==> src/rtl/if_fetch_unit_pkg.sv <==
// Shared types and constants for the instruction fetch unit.
// The HALT state only exists when IF_HALT_EN is defined.
package if_fetch_unit_pkg;

  localparam int WORD_W = 16;

  typedef logic [WORD_W-1:0] word_t;

  localparam word_t HALT_INST = 16'hF000;
  localparam word_t PC_INC    = 16'd2;

  typedef enum logic [1:0] {
    RST_WAIT,
    FETCH,
    HOLD
`ifdef IF_HALT_EN
    , HALT
`endif
  } state_t;

  // Instructions are halfword aligned, so redirect targets drop bit 0.
  function automatic word_t align_pc(input word_t addr);
    return {addr[WORD_W-1:1], 1'b0};
  endfunction

endpackage

==> src/rtl/if_hold_reg.sv <==
// One-entry skid register that parks a fetched word while the pipeline stalls.
module if_hold_reg
  import if_fetch_unit_pkg::*;
(
  input  logic  clk,
  input  logic  rst,
  input  logic  load,
  input  logic  clear,
  input  word_t load_data,
  output word_t held_data,
  output logic  held
);

  // NOTE: sequential state uses non-blocking assignments so every register
  // samples the pre-edge values, independent of process ordering.
  always_ff @(posedge clk or negedge rst) begin
    if (!rst) begin
      held_data <= '0;
      held      <= 1'b0;
    end else if (clear) begin
      held <= 1'b0;
    end else if (load) begin
      held_data <= load_data;
      held      <= 1'b1;
    end
  end

endmodule

==> src/rtl/if_fetch_unit.sv <==
// Instruction fetch stage: single-outstanding memory requests, stall parking,
// branch redirect with stale-response discard. Optional HALT via IF_HALT_EN.
module if_fetch_unit
  import if_fetch_unit_pkg::*;
#(
  parameter logic [15:0] RESET_VECTOR = 16'h0000
) (
  input  logic        clk,
  input  logic        rst,
  input  logic        stall_in,
  input  logic        branch_taken_in,
  input  logic [15:0] branch_target_in,
  output logic        imem_req,
  output logic [15:0] imem_addr,
  input  logic [15:0] imem_rdata,
  input  logic        imem_valid,
  output logic [15:0] pc_if_out,
  output logic [15:0] inst_if_out,
  output logic        nop_out,
  output logic        flush_out
);

  state_t state, state_d;
  word_t  pc, pc_d;
  logic   discard, discard_d;

  logic   hold_load, hold_clear, held;
  word_t  held_data;

  logic   accept, capture, deliver, in_flight;
  word_t  deliver_word;

  if_hold_reg u_hold (
    .clk       (clk),
    .rst       (rst),
    .load      (hold_load),
    .clear     (hold_clear),
    .load_data (imem_rdata),
    .held_data (held_data),
    .held      (held)
  );

  // A response is ours only if it was not issued before a redirect.
  assign accept       = (state == FETCH) && imem_valid && !discard;
  assign capture      = accept && stall_in && !branch_taken_in;
  assign deliver      = !branch_taken_in &&
                        ((accept && !stall_in) ||
                         ((state == HOLD) && held && !stall_in));
  assign deliver_word = (state == HOLD) ? held_data : imem_rdata;

  assign imem_req  = (state == FETCH) && !discard && !(accept && stall_in);
  assign imem_addr = pc;
  assign in_flight = (state == FETCH) && (imem_req || discard) && !imem_valid;
  assign flush_out = branch_taken_in && rst;

  // NOTE: every always_comb output gets a default first so no path can
  // leave it unassigned and infer a latch.
  always_comb begin
    state_d    = state;
    pc_d       = pc;
    discard_d  = discard;
    hold_load  = 1'b0;
    hold_clear = 1'b0;
    if (branch_taken_in) begin
      state_d    = FETCH;
      pc_d       = align_pc(branch_target_in);
      hold_clear = 1'b1;
      discard_d  = in_flight;
    end else begin
      case (state)
        RST_WAIT: state_d = FETCH;
        FETCH: begin
          if (discard && imem_valid) begin
            discard_d = 1'b0;
          end else if (capture) begin
            hold_load = 1'b1;
            state_d   = HOLD;
          end
        end
        HOLD: begin
          if (!stall_in) begin
            hold_clear = 1'b1;
            state_d    = FETCH;
          end
        end
        default: state_d = state;
      endcase
      if (deliver) begin
        pc_d = pc + PC_INC;
`ifdef IF_HALT_EN
        if (deliver_word == HALT_INST) state_d = HALT;
`endif
      end
    end
  end

  always_ff @(posedge clk or negedge rst) begin
    if (!rst) begin
      state   <= RST_WAIT;
      pc      <= RESET_VECTOR;
      discard <= 1'b0;
    end else begin
      state   <= state_d;
      pc      <= pc_d;
      discard <= discard_d;
    end
  end

  // A captured word leaves the IF/DF outputs frozen; any other
  // non-delivering cycle registers a bubble.
  always_ff @(posedge clk or negedge rst) begin
    if (!rst) begin
      pc_if_out   <= '0;
      inst_if_out <= '0;
      nop_out     <= 1'b1;
    end else if (deliver) begin
      pc_if_out   <= pc;
      inst_if_out <= deliver_word;
      nop_out     <= 1'b0;
    end else if (!capture) begin
      nop_out <= 1'b1;
    end
  end

endmodule

==> config.mk <==
export PLATFORM = sky130hd
export DESIGN_NAME = if_fetch_unit
export DESIGN_NICKNAME = d
export VERILOG_FILES = /design/src/rtl/if_fetch_unit_pkg.sv /design/src/rtl/if_hold_reg.sv /design/src/rtl/if_fetch_unit.sv
export SDC_FILE = /design/constraint.sdc
export NUM_CORES = 1
export LEC_CHECK = 0
export ABC_AREA = 0
export BUFFER_PORTS_ARGS = -buffer_cell sky130_fd_sc_hd__buf_2
export CORE_MARGIN = 2
export CORE_UTILIZATION = 47
export DETAILED_ROUTE_END_ITERATION = 12
export PLACE_DENSITY = 0.75
export SLEW_MARGIN = 40
export SYNTH_ARGS = -nofsm -noshare
export SYNTH_HDL_FRONTEND = slang
export SYNTH_SLANG_ARGS = --single-unit
==> constraint.sdc <==
create_clock -name clk -period 1.7 [get_ports clk]
set_input_delay 0.255 -clock clk [delete_from_list [all_inputs] [get_ports clk]]
set_output_delay 0.255 -clock clk [all_outputs]
set_load 0.02 [all_outputs]
Yosys cells after proc, flatten, opt, wreduce, memory -nomap -nowiden

Cells that the tools add are included.

Add/subtract/negate cells: 1
Equal/unequal tests: 6
Muxes and demuxes: 22
Bitwise logic cells: 1
Reduce and logical (&&, ||, !) cells: 30

Operators with widths:

| cell                                                                  | count |
|---|---|
| 16-bit 2-to-1 mux                                                     | 3 |
| 16-bit by 2-bit adder with 16-bit output, second input constant       | 1 |
| 1-bit logical AND                                                     | 14 |
| 1-bit 2-to-1 mux                                                      | 14 |
| 3-bit != test, second input constant                                  | 3 |
| 2-bit 2-to-1 mux                                                      | 4 |
| 2-bit nonzero test                                                    | 4 |
| 2-bit case mux with 3 select lines                                    | 1 |
| 1-bit zero test                                                       | 5 |
| 2-bit AND reduction                                                   | 2 |
| 4-bit AND reduction                                                   | 1 |
| 4-bit nonzero test                                                    | 1 |
| 2-bit by 1-bit equality test with 1-bit output, second input constant | 1 |
| 2-bit equality test, second input constant                            | 1 |
| 2-bit zero test                                                       | 1 |
| 1-bit logical OR                                                      | 2 |
| 2-bit by 1-bit != test with 1-bit output, second input constant       | 1 |
| 1-bit NOT                                                             | 1 |

Register bits: 69
Input bits: 37
Output and inout bits: 51
Word-level logic and storage cells: 68

Longest topological paths before layout

Gate-level depths: netlist of the first run.

Word-level depth: 11
Gate-level depth with buffers: 6
Gate-level depth less buffers: 5

Hierarchy

Synthesis of the first run repeated with hierarchy kept, for this count alone.

Cells, all modules: 269
Area, all modules: 3289.4 um^2

Modules (own cells, without submodules):

| module        | instances | cells each | area an instance (um^2) | sequential area each (um^2) |
|---|---|---|---|---|
| if_fetch_unit | 1         | 231        | 2593.7                  | 1252.5 |
| if_hold_reg   | 1         | 38         | 695.7                   | 425.4 |

Least setup slack after synthesis of the first run

Ideal clock, no wire load.

Path kind: flip-flop to flip-flop
Start: register pc[1] (netlist: imem_addr[1])
End: register pc[15] (netlist: imem_addr[15])
Library setup time: 0.124 ns
Arrival time: 1.546 ns
Data required time: 1.576 ns
Slack: 0.030 ns
Stages on the path, launching flop included: 6
Path buffers: 0
Clock period less this slack: 1.670 ns
Cell sequence: dfrtp_1 > ha_1 > nand2b_1 > a211oi_4 > a31oi_1 > o31a_1

Cells in the longest elaborated chain, start to end: 3

Ends and longest elaborated chain:

| item                                     | RTL line             | text |
|---|---|---|
| start, declared                          | if_fetch_unit.sv:24  | `word_t pc, pc_d;` |
| start signal, assigned                   | if_fetch_unit.sv:104 | `pc <= pc_d;` |
| 16-bit by 2-bit adder with 16-bit output | if_fetch_unit.sv:89  | `pc_d = pc + PC_INC;` |
| 16-bit 2-to-1 mux                        | if_fetch_unit.sv:88  | `if (deliver) begin` |
| 16-bit 2-to-1 mux                        | if_fetch_unit.sv:64  | `if (branch_taken_in) begin` |

No other way between the ends. The select of a mux whose other input is x is not followed.
A chain may end at the register's enable or synchronous reset.

Worst setup path in the final report of the first run

Start: register state[1]
End: register pc[13] (netlist: imem_addr[13])

Cells in the longest elaborated chain, start to end: 7
Elaborated cells between the ends (all ways): 10
Those cells by class: 2 x eq/ne; 8 x reduce/logical

Ends and longest elaborated chain:

| item                                           | RTL line             | text |
|---|---|---|
| start, declared                                | if_fetch_unit.sv:23  | `state_t state, state_d;` |
| start signal, assigned                         | if_fetch_unit.sv:103 | `state <= state_d;` |
| 2-bit by 1-bit equality test with 1-bit output | if_fetch_unit.sv:44  | `assign accept = (state == FETCH) && imem_valid && !discard;` |
| 1-bit logical AND (2 in a row)                 | if_fetch_unit.sv:44  |  |
| 1-bit logical AND                              | if_fetch_unit.sv:47  | `((accept && !stall_in) \|\|` |
| 1-bit logical OR *                             | if_fetch_unit.sv:47  |  |
| 1-bit logical AND *                            | if_fetch_unit.sv:46  | `assign deliver = !branch_taken_in &&` |
| 2-bit nonzero test (no line) *                 | n/a                  |  |

Mark *: on every way between the ends. The rest lies on a longest branch, timed or not.

==> results of run 1 <==
[flip-flops by register name (all words and copies together) (netlist names)]
name / flops
u_hold.held_data: 16
nop_out: 1
inst_if_out: 16
u_hold.held: 1
state: 2
pc_if_out: 15
discard: 1
imem_addr: 15
[final cells by class]
type | instances | area, um^2 | area share, %
clock inverter | 5 | 60.1 | 1.40
multi-input combinational | 182 | 1530 | 35.7
clock buffer | 11 | 151 | 3.53
inverter | 5 | 18.8 | 0.438
sequential | 67 | 1680 | 39.2
timing repair buffer | 112 | 746 | 17.4
tap | 80 | 100 | 2.33
[cell usage after synthesis (4+ instances only)]
| library cell | number | share of area, % |
|---|---|---|
| sky130_fd_sc_hd__dfrtp_1 | 66 | 50 |
| sky130_fd_sc_hd__mux2_2 | 33 | 11 |
| sky130_fd_sc_hd__nor2_1 | 23 | 2.6 |
| sky130_fd_sc_hd__nand2_1 | 22 | 2.5 |
| sky130_fd_sc_hd__mux2i_1 | 19 | 5.8 |
| sky130_fd_sc_hd__a21oi_1 | 17 | 2.6 |
| sky130_fd_sc_hd__buf_2 | 8 | 1.2 |
| sky130_fd_sc_hd__o21ai_0 | 8 | 1.2 |
| sky130_fd_sc_hd__xnor2_1 | 8 | 2.1 |
| sky130_fd_sc_hd__a2111oi_4 | 6 | 5.0 |
| sky130_fd_sc_hd__nor2b_1 | 6 | 1.1 |
| sky130_fd_sc_hd__inv_1 | 5 | 0.57 |
| sky130_fd_sc_hd__nand3_1 | 5 | 0.76 |
| sky130_fd_sc_hd__clkbuf_1 | 4 | 0.46 |
| sky130_fd_sc_hd__o21ai_1 | 4 | 0.61 |
[stage by stage]
| step | hold WS (ns) | setup TNS, ns | utilization, % | total power, W | setup WS (ns) |
|---|---|---|---|---|---|
| after detailed placement | 0.344 | -0.194 | 58.4 | 0.00397 | -0.0333 |
| after global placement | 0.341 | 0 | 58.4 | 0.00390 | 0.0126 |
| after floorplan | -0.0406 | 0 | - | 0.00336 | 0.0302 |
| final | 0.118 | 0 | 63.5 | 0.00542 | 0.000665 |
| after global routing | 0.129 | -0.674 | 63.5 | 0.00571 | -0.0780 |
| after CTS | 0.117 | -0.00624 | 62.1 | 0.00537 | -0.00624 |
[repair_timing]
action,4_1_cts,5_1_grt
cloned,0,0
hold buffers,1,0
resized for setup,9,17
endpoints found under the hold margin,66,0
pin swaps,0,4
buffers inserted,0,3
setup endpoints to repair,17,26
[final timing paths]
check / slack [ns] / end / cells after the start / start
max: 0.0007 / imem_addr[13]$_DFFE_PN0P_ / 6 / state[1]$_DFFE_PN0P_
max in group asynchronous: 0.88 / nop_out$_DFFE_PN1P_ / 3 / rst
min: 0.12 / imem_addr[2]$_DFFE_PN0P_ / 3 / branch_target_in[2]
max reg2reg: 0.0007 / imem_addr[13]$_DFFE_PN0P_ / 6 / state[1]$_DFFE_PN0P_
min in group asynchronous: 0.49 / imem_addr[9]$_DFFE_PN0P_ / 3 / rst
min reg2reg: 0.50 / nop_out$_DFFE_PN1P_ / 2 / nop_out$_DFFE_PN1P_
[worst register-to-register path, stage by stage, from the launching register on]
cell and delay (ns):
sky130_fd_sc_hd__dfrtp_2 0.45, sky130_fd_sc_hd__nand4bb_4 0.24, sky130_fd_sc_hd__buf_12 0.19, sky130_fd_sc_hd__a211oi_4 0.28, sky130_fd_sc_hd__buf_4 0.18, sky130_fd_sc_hd__mux2i_1 0.17, sky130_fd_sc_hd__nand3_1 0.08
[kinds of logic (layout without fill, tap and decap cells)]
kind of cell	after synthesis	in the layout	synth area share [%]
flops	67	67	51.3
fa+ha+maj	1	1	0.382
mux	52	52	17.2
compound gates	46	46	13.0
xor+xnor	10	10	2.68
buf+inv	23	133	3.75
other cells	1	2	0.115
simple gates	71	71	11.7
[layer usage]
| layer | part of all wire [%] | wire, um | global-route usage, % |
|---|---|---|---|
| met1 | 45 | 3090 | 23.2 |
| met2 | 49 | 3370 | 31.8 |
| met3 | 3.7 | 252 | 3.13 |
| met4 | 2.1 | 143 | 8.53 |
| met5 | 0 | 0 | 0 |
[power breakdown]
| group | switching (W) | internal, W |
|---|---|---|
| clock network | 0.000634 | 0.000763 |
| logic | 0.000917 | 0.000776 |
| registers | 0.000269 | 0.00207 |
| total | 0.00182 | 0.00360 |
==> impl_summary.txt, run 1 <==
----------------------------------------------------
[Run status]
  Status ... finished, final reports clean

[STA]
  Max Freq ... 0.588 GHz
  Hold Violations, Final ... 0
  Minimum period implied by the final worst setup slack ... 1.70 ns
  Slew Limit Fails ... 0
  Setup repair after global routing missed its margin ... yes
  Post-Route Skew ... 0.0134 ns
  Count of endpoints failing setup in the final report ... 0
  Fraction of the cycle the final worst path needs ... 100%

[Pwr]
  Static leakage ... 1.88 nW
  Worst-case vdd ir drop ... 0.000596 V
  Power density of the placed cells ... 1270 nW/um^2

[Final layout]
  Top library cells by usage in the layout, fill and taps aside ... sky130_fd_sc_hd__buf_2, sky130_fd_sc_hd__dfrtp_1, sky130_fd_sc_hd__mux2_2
  Count of placed standard cells in the final layout, fillers left out ... 462
  Proportion of layout cells with a drive suffix above 1 ... 47.1%
  Antenna cell count ... 0
  Fill cell instance count of the final layout ... 542
  Post-layout nets ... 415
  Area Overhead vs Synth ... 31.0%
  Most common library cell in the layout ignoring fill and taps ... sky130_fd_sc_hd__buf_2
  Design Area, Final ... 4290 um^2

[Worst hold path]
  Class of the worst hold path ... in -> reg

[Route]
  Violation count after the first detailed-routing iteration ... 95
  DRC violation count after routing ... 0
  Overall routed net length ... 6860 um
  Total iterations of the first detailed-routing run ... 4
  Via count normalized by instance count ... 5.18
  DRT antenna net count ... 0
  Vias post-DR ... 2395
  Routed length per instance ... 14.8 um

[Critical path]
  CP Data Arrival Time ... 1.92 ns
  Startpoint-to-endpoint class of the critical path ... reg -> reg
  Max stage delay cell, worst path ... sky130_fd_sc_hd__dfrtp_2
  Count of buffering cells on the critical path with inverters included ... 2
  Setup crit start kind ... flop
  Critical path capture point type ... flop
  CP required ... 1.92 ns
  Max Fanout on Critical Path ... 10
  List of cells traversed by the critical path ... nand4bb_4, buf_12, a211oi_4, buf_4, mux2i_1, nand3_1
  Crit path largest cell delay ... 0.45 ns
  Category of cells accounting for the largest share of critical-path delay ... flip-flops

[Floorplan]
  Width of the chip ... 87.5 um
  Full die area ... 7650 um^2
  Core Footprint ... 6760 um^2
  Die Span Y ... 87.5 um
  Cell Rows ... 30
  Boundary pin count ... 88
  Starting Density ... 48.4%

[Logic synthesis]
  Synthesized cell area ... 3270 um^2
  Synthesized area divided by synthesized cell count ... 12.1 um^2
  Predominant post-synthesis flop cell ... sky130_fd_sc_hd__dfrtp_1
  Instance count of the mapped netlist ... 271
  Flop and latch count out of synthesis ... 67
  Share of async-settable or async-resettable flops after synthesis ... 100%
  Yosys Warn Count ... 0
  Sequential element share of the synthesized area ... 51.3%
  Unique masters post-synth ... 37
  Count of flip-flops with a built-in enable after synthesis ... 0

[Global route]
  Largest net degree at the start of global routing ... 68
  Initial antenna violation count ... 0
  Wire length of the first global-routing pass ... 11100 um
  Total congestion overflow ... 0
  All-layer global routing usage ... 18.7%
  Vias in the first global route ... 2383

[Placed design]
  Placer's final routability congestion estimate ... 0.758
  Number of port buffers ... 84
  Dpl cell area ... 3950 um^2
  # placed instances ... 442
  Post-DP HPWL ... 4680 um

[Clocking]
  Buffers from clock root to sink, at most ... 2
  Number of clock sinks seen by CTS ... 67
  H-tree levels ... 3
  Clock transition at the registers of the reported paths ... 0.08 ns
  Number of buffers created by CTS ... 9
  CTS root buffer ... sky130_fd_sc_hd__clkbuf_8
  TritonCTS clock tree ... built
  Worst-Skew Late Latency ... 0.35 ns

[Flow run]
  Number of max-cap violations ... 0

----------------------------------------------------
Note: power is estimated with default switching activity, not from simulation.
==> run 2, diff against run 1 <==
--- a/constraint.sdc
+++ b/constraint.sdc
@@ -3,2 +3,2 @@
 set_output_delay 0.255 -clock clk [all_outputs]
-set_load 0.02 [all_outputs]
+set_load 0.01 [all_outputs]
==> impl_summary.txt, run 2 (synthesis gave the netlist of run 1 again) <==
----------------------------------------------------
[Run status]
  Status ... complete, but fails checks (was finished, final reports clean)
  Failing checks ... setup timing

[Flow run]
  Number of max-cap violations ... 0 (unchanged)

[Final layout]
  Design Area, Final ... 4270 um^2 (was 4290 um^2)
  Post-layout nets ... 417 (was 415)
  Area Overhead vs Synth ... 30.4% (was 31.0%)
  Area of the multi-input gates ... 1500 um^2 (was 1530 um^2)
  Flip-flop and latch area ... 1680 um^2 (unchanged)
  Largest registers ranked by flip-flop count ... inst_if_out: 16 flops, u_hold.held_data: 16 flops (unchanged)
  Top library cells by usage in the layout, fill and taps aside ... sky130_fd_sc_hd__buf_2, sky130_fd_sc_hd__dfrtp_1, sky130_fd_sc_hd__mux2_2 (unchanged)
  Most common library cell in the layout ignoring fill and taps ... sky130_fd_sc_hd__buf_2 (unchanged)
  Proportion of layout cells with a drive suffix above 1 ... 47.4% (was 47.1%)
  Fill cell instance count of the final layout ... 532 (was 542)
  Antenna cell count ... 0 (unchanged)

[Floorplan]
  Width of the chip ... 87.5 um (unchanged)
  Cell Rows ... 30 (unchanged)
  Die Span Y ... 87.5 um (unchanged)
  Starting Density ... 48.4% (unchanged)
  Full die area ... 7650 um^2 (unchanged)
  Boundary pin count ... 88 (unchanged)
  Core Footprint ... 6760 um^2 (unchanged)

[Global route]
  Vias in the first global route ... 2395 (was 2383)
  All-layer global routing usage ... 18.8% (was 18.7%)
  Wire length of the first global-routing pass ... 11100 um (about the same)
  Total congestion overflow ... 0 (unchanged)
  Largest net degree at the start of global routing ... 68 (unchanged)
  Initial antenna violation count ... 0 (unchanged)

[STA]
  Hold_ws ... 0.117 ns (was 0.118 ns)
  Setup repair after global routing missed its margin ... yes (unchanged)
  Worst path setup slack after routing ... -0.00959 ns (was 0.000665 ns)
  Count of endpoints failing setup in the final report ... 1 (was 0)
  Fraction of the cycle the final worst path needs ... 101% (was 100%)
  Post-Route Skew ... 0.0145 ns (was 0.0134 ns)
  Hold Violations, Final ... 0 (unchanged)
  Max Freq ... 0.585 GHz (was 0.588 GHz)
  Slew Limit Fails ... 0 (unchanged)
  Minimum period implied by the final worst setup slack ... 1.71 ns (was 1.70 ns)

[Placed design]
  Worst setup timing slack at the placement stage ... -0.0333 ns (unchanged)
  Number of port buffers ... 84 (unchanged)
  Dpl cell area ... 3950 um^2 (unchanged)
  Post-DP HPWL ... 4680 um (unchanged)
  Placer's final routability congestion estimate ... 0.758 (unchanged)

[Critical path]
  CP required ... 1.92 ns (about the same)
  Max Fanout on Critical Path ... 8 (was 10)
  Critical path capture point type ... flop (unchanged)
  Startpoint-to-endpoint class of the critical path ... reg -> reg (unchanged)
  CP Data Arrival Time ... 1.93 ns (was 1.92 ns)
  Setup crit start kind ... flop (unchanged)

[Pwr]
  Power density of the placed cells ... 1190 nW/um^2 (was 1270 nW/um^2)
  Static leakage ... 1.86 nW (was 1.88 nW)
  Worst-case vdd ir drop ... 0.000597 V (was 0.000596 V)

[Clocking]
  Clock transition at the registers of the reported paths ... 0.08 ns (about the same)
  H-tree levels ... 3 (unchanged)
  Worst-Skew Late Latency ... 0.35 ns (about the same)
  Number of clock sinks seen by CTS ... 67 (unchanged)
  TritonCTS clock tree ... built (unchanged)
  Number of buffers created by CTS ... 9 (unchanged)
  Buffers from clock root to sink, at most ... 2 (unchanged)
  CTS root buffer ... sky130_fd_sc_hd__clkbuf_8 (unchanged)

[Route]
  DRT antenna net count ... 0 (unchanged)
  Vias post-DR ... 2394 (was 2395)
  Via count normalized by instance count ... 5.16 (was 5.18)
  Overall routed net length ... 6760 um (was 6860 um)
  Violation count after the first detailed-routing iteration ... 110 (was 95)
  Total iterations of the first detailed-routing run ... 4 (unchanged)
  DRC violation count after routing ... 0 (unchanged)
  Routed length per instance ... 14.6 um (was 14.8 um)

[Worst hold path]
  Class of the worst hold path ... in -> reg (unchanged)

----------------------------------------------------
run 2: metrics by stage:
step / TNS (ns) / total power (W) / instances / utilization, %
floorplan: 0 / 0.00311 / 272 / -
global placement: 0 / 0.00364 / 442 / 58.4
detailed placement: -0.194 / 0.00371 / 442 / 58.4
CTS: -0.00471 / 0.00511 / 461 / 62.2
global route: -0.247 / 0.00538 / 464 / 63.2
finish: -0.00959 / 0.00509 / 464 / 63.2
run 2: what timing repair did:
action                                  4_1_cts  5_1_grt
hold endpoints to repair                     66        0
setup buffers                                 2        4
gates resized for setup                       6       10
pin swaps                                     2        7
endpoints found under the setup margin       17       41
hold buffers                                  1        0
run 2: area by class of cell:
class                      instances  share of cell area [%]
clock buffer                      11                    3.55
clock inverter                     5                    1.41
inverter                           5                   0.440
multi-input combinational        182                    35.1
sequential                        67                    39.4
tap                               80                    2.35
timing repair buffer             114                    17.7
run 2: final timing paths:
path	start	cells past startpoint	slack (ns)	end
setup reg to reg	state[1]$_DFFE_PN0P_	6	-0.01	imem_addr[13]$_DFFE_PN0P_
hold / removal	branch_target_in[3]	3	0.12	imem_addr[3]$_DFFE_PN0P_
hold reg to reg	nop_out$_DFFE_PN1P_	2	0.50	nop_out$_DFFE_PN1P_
min in group asynchronous	rst	3	0.49	imem_addr[9]$_DFFE_PN0P_
max in group asynchronous	rst	3	0.88	nop_out$_DFFE_PN1P_
setup / recovery	state[1]$_DFFE_PN0P_	6	-0.01	imem_addr[13]$_DFFE_PN0P_
run 2: power by group:
part,switching (W),internal (W)
sequential,0.000261,0.00207
combinational,0.000653,0.000712
clock,0.000636,0.000763
run 2: critical path, stage by stage, from the launching register on:
cell and delay (ns):
sky130_fd_sc_hd__dfrtp_2 0.44, sky130_fd_sc_hd__nand4bb_4 0.24, sky130_fd_sc_hd__buf_12 0.18, sky130_fd_sc_hd__a211oi_4 0.33, sky130_fd_sc_hd__buf_6 0.15, sky130_fd_sc_hd__mux2i_1 0.16
sky130_fd_sc_hd__nand3_1 0.09
run 2: metal layers:
layer	GRT usage, %	share of wire (%)	up-vias
li1	-	-	1169
met3	3.13	3.4	13
met1	23.2	45	1167
met5	0	0	-
met4	8.53	2.0	0
met2	32.0	50	45
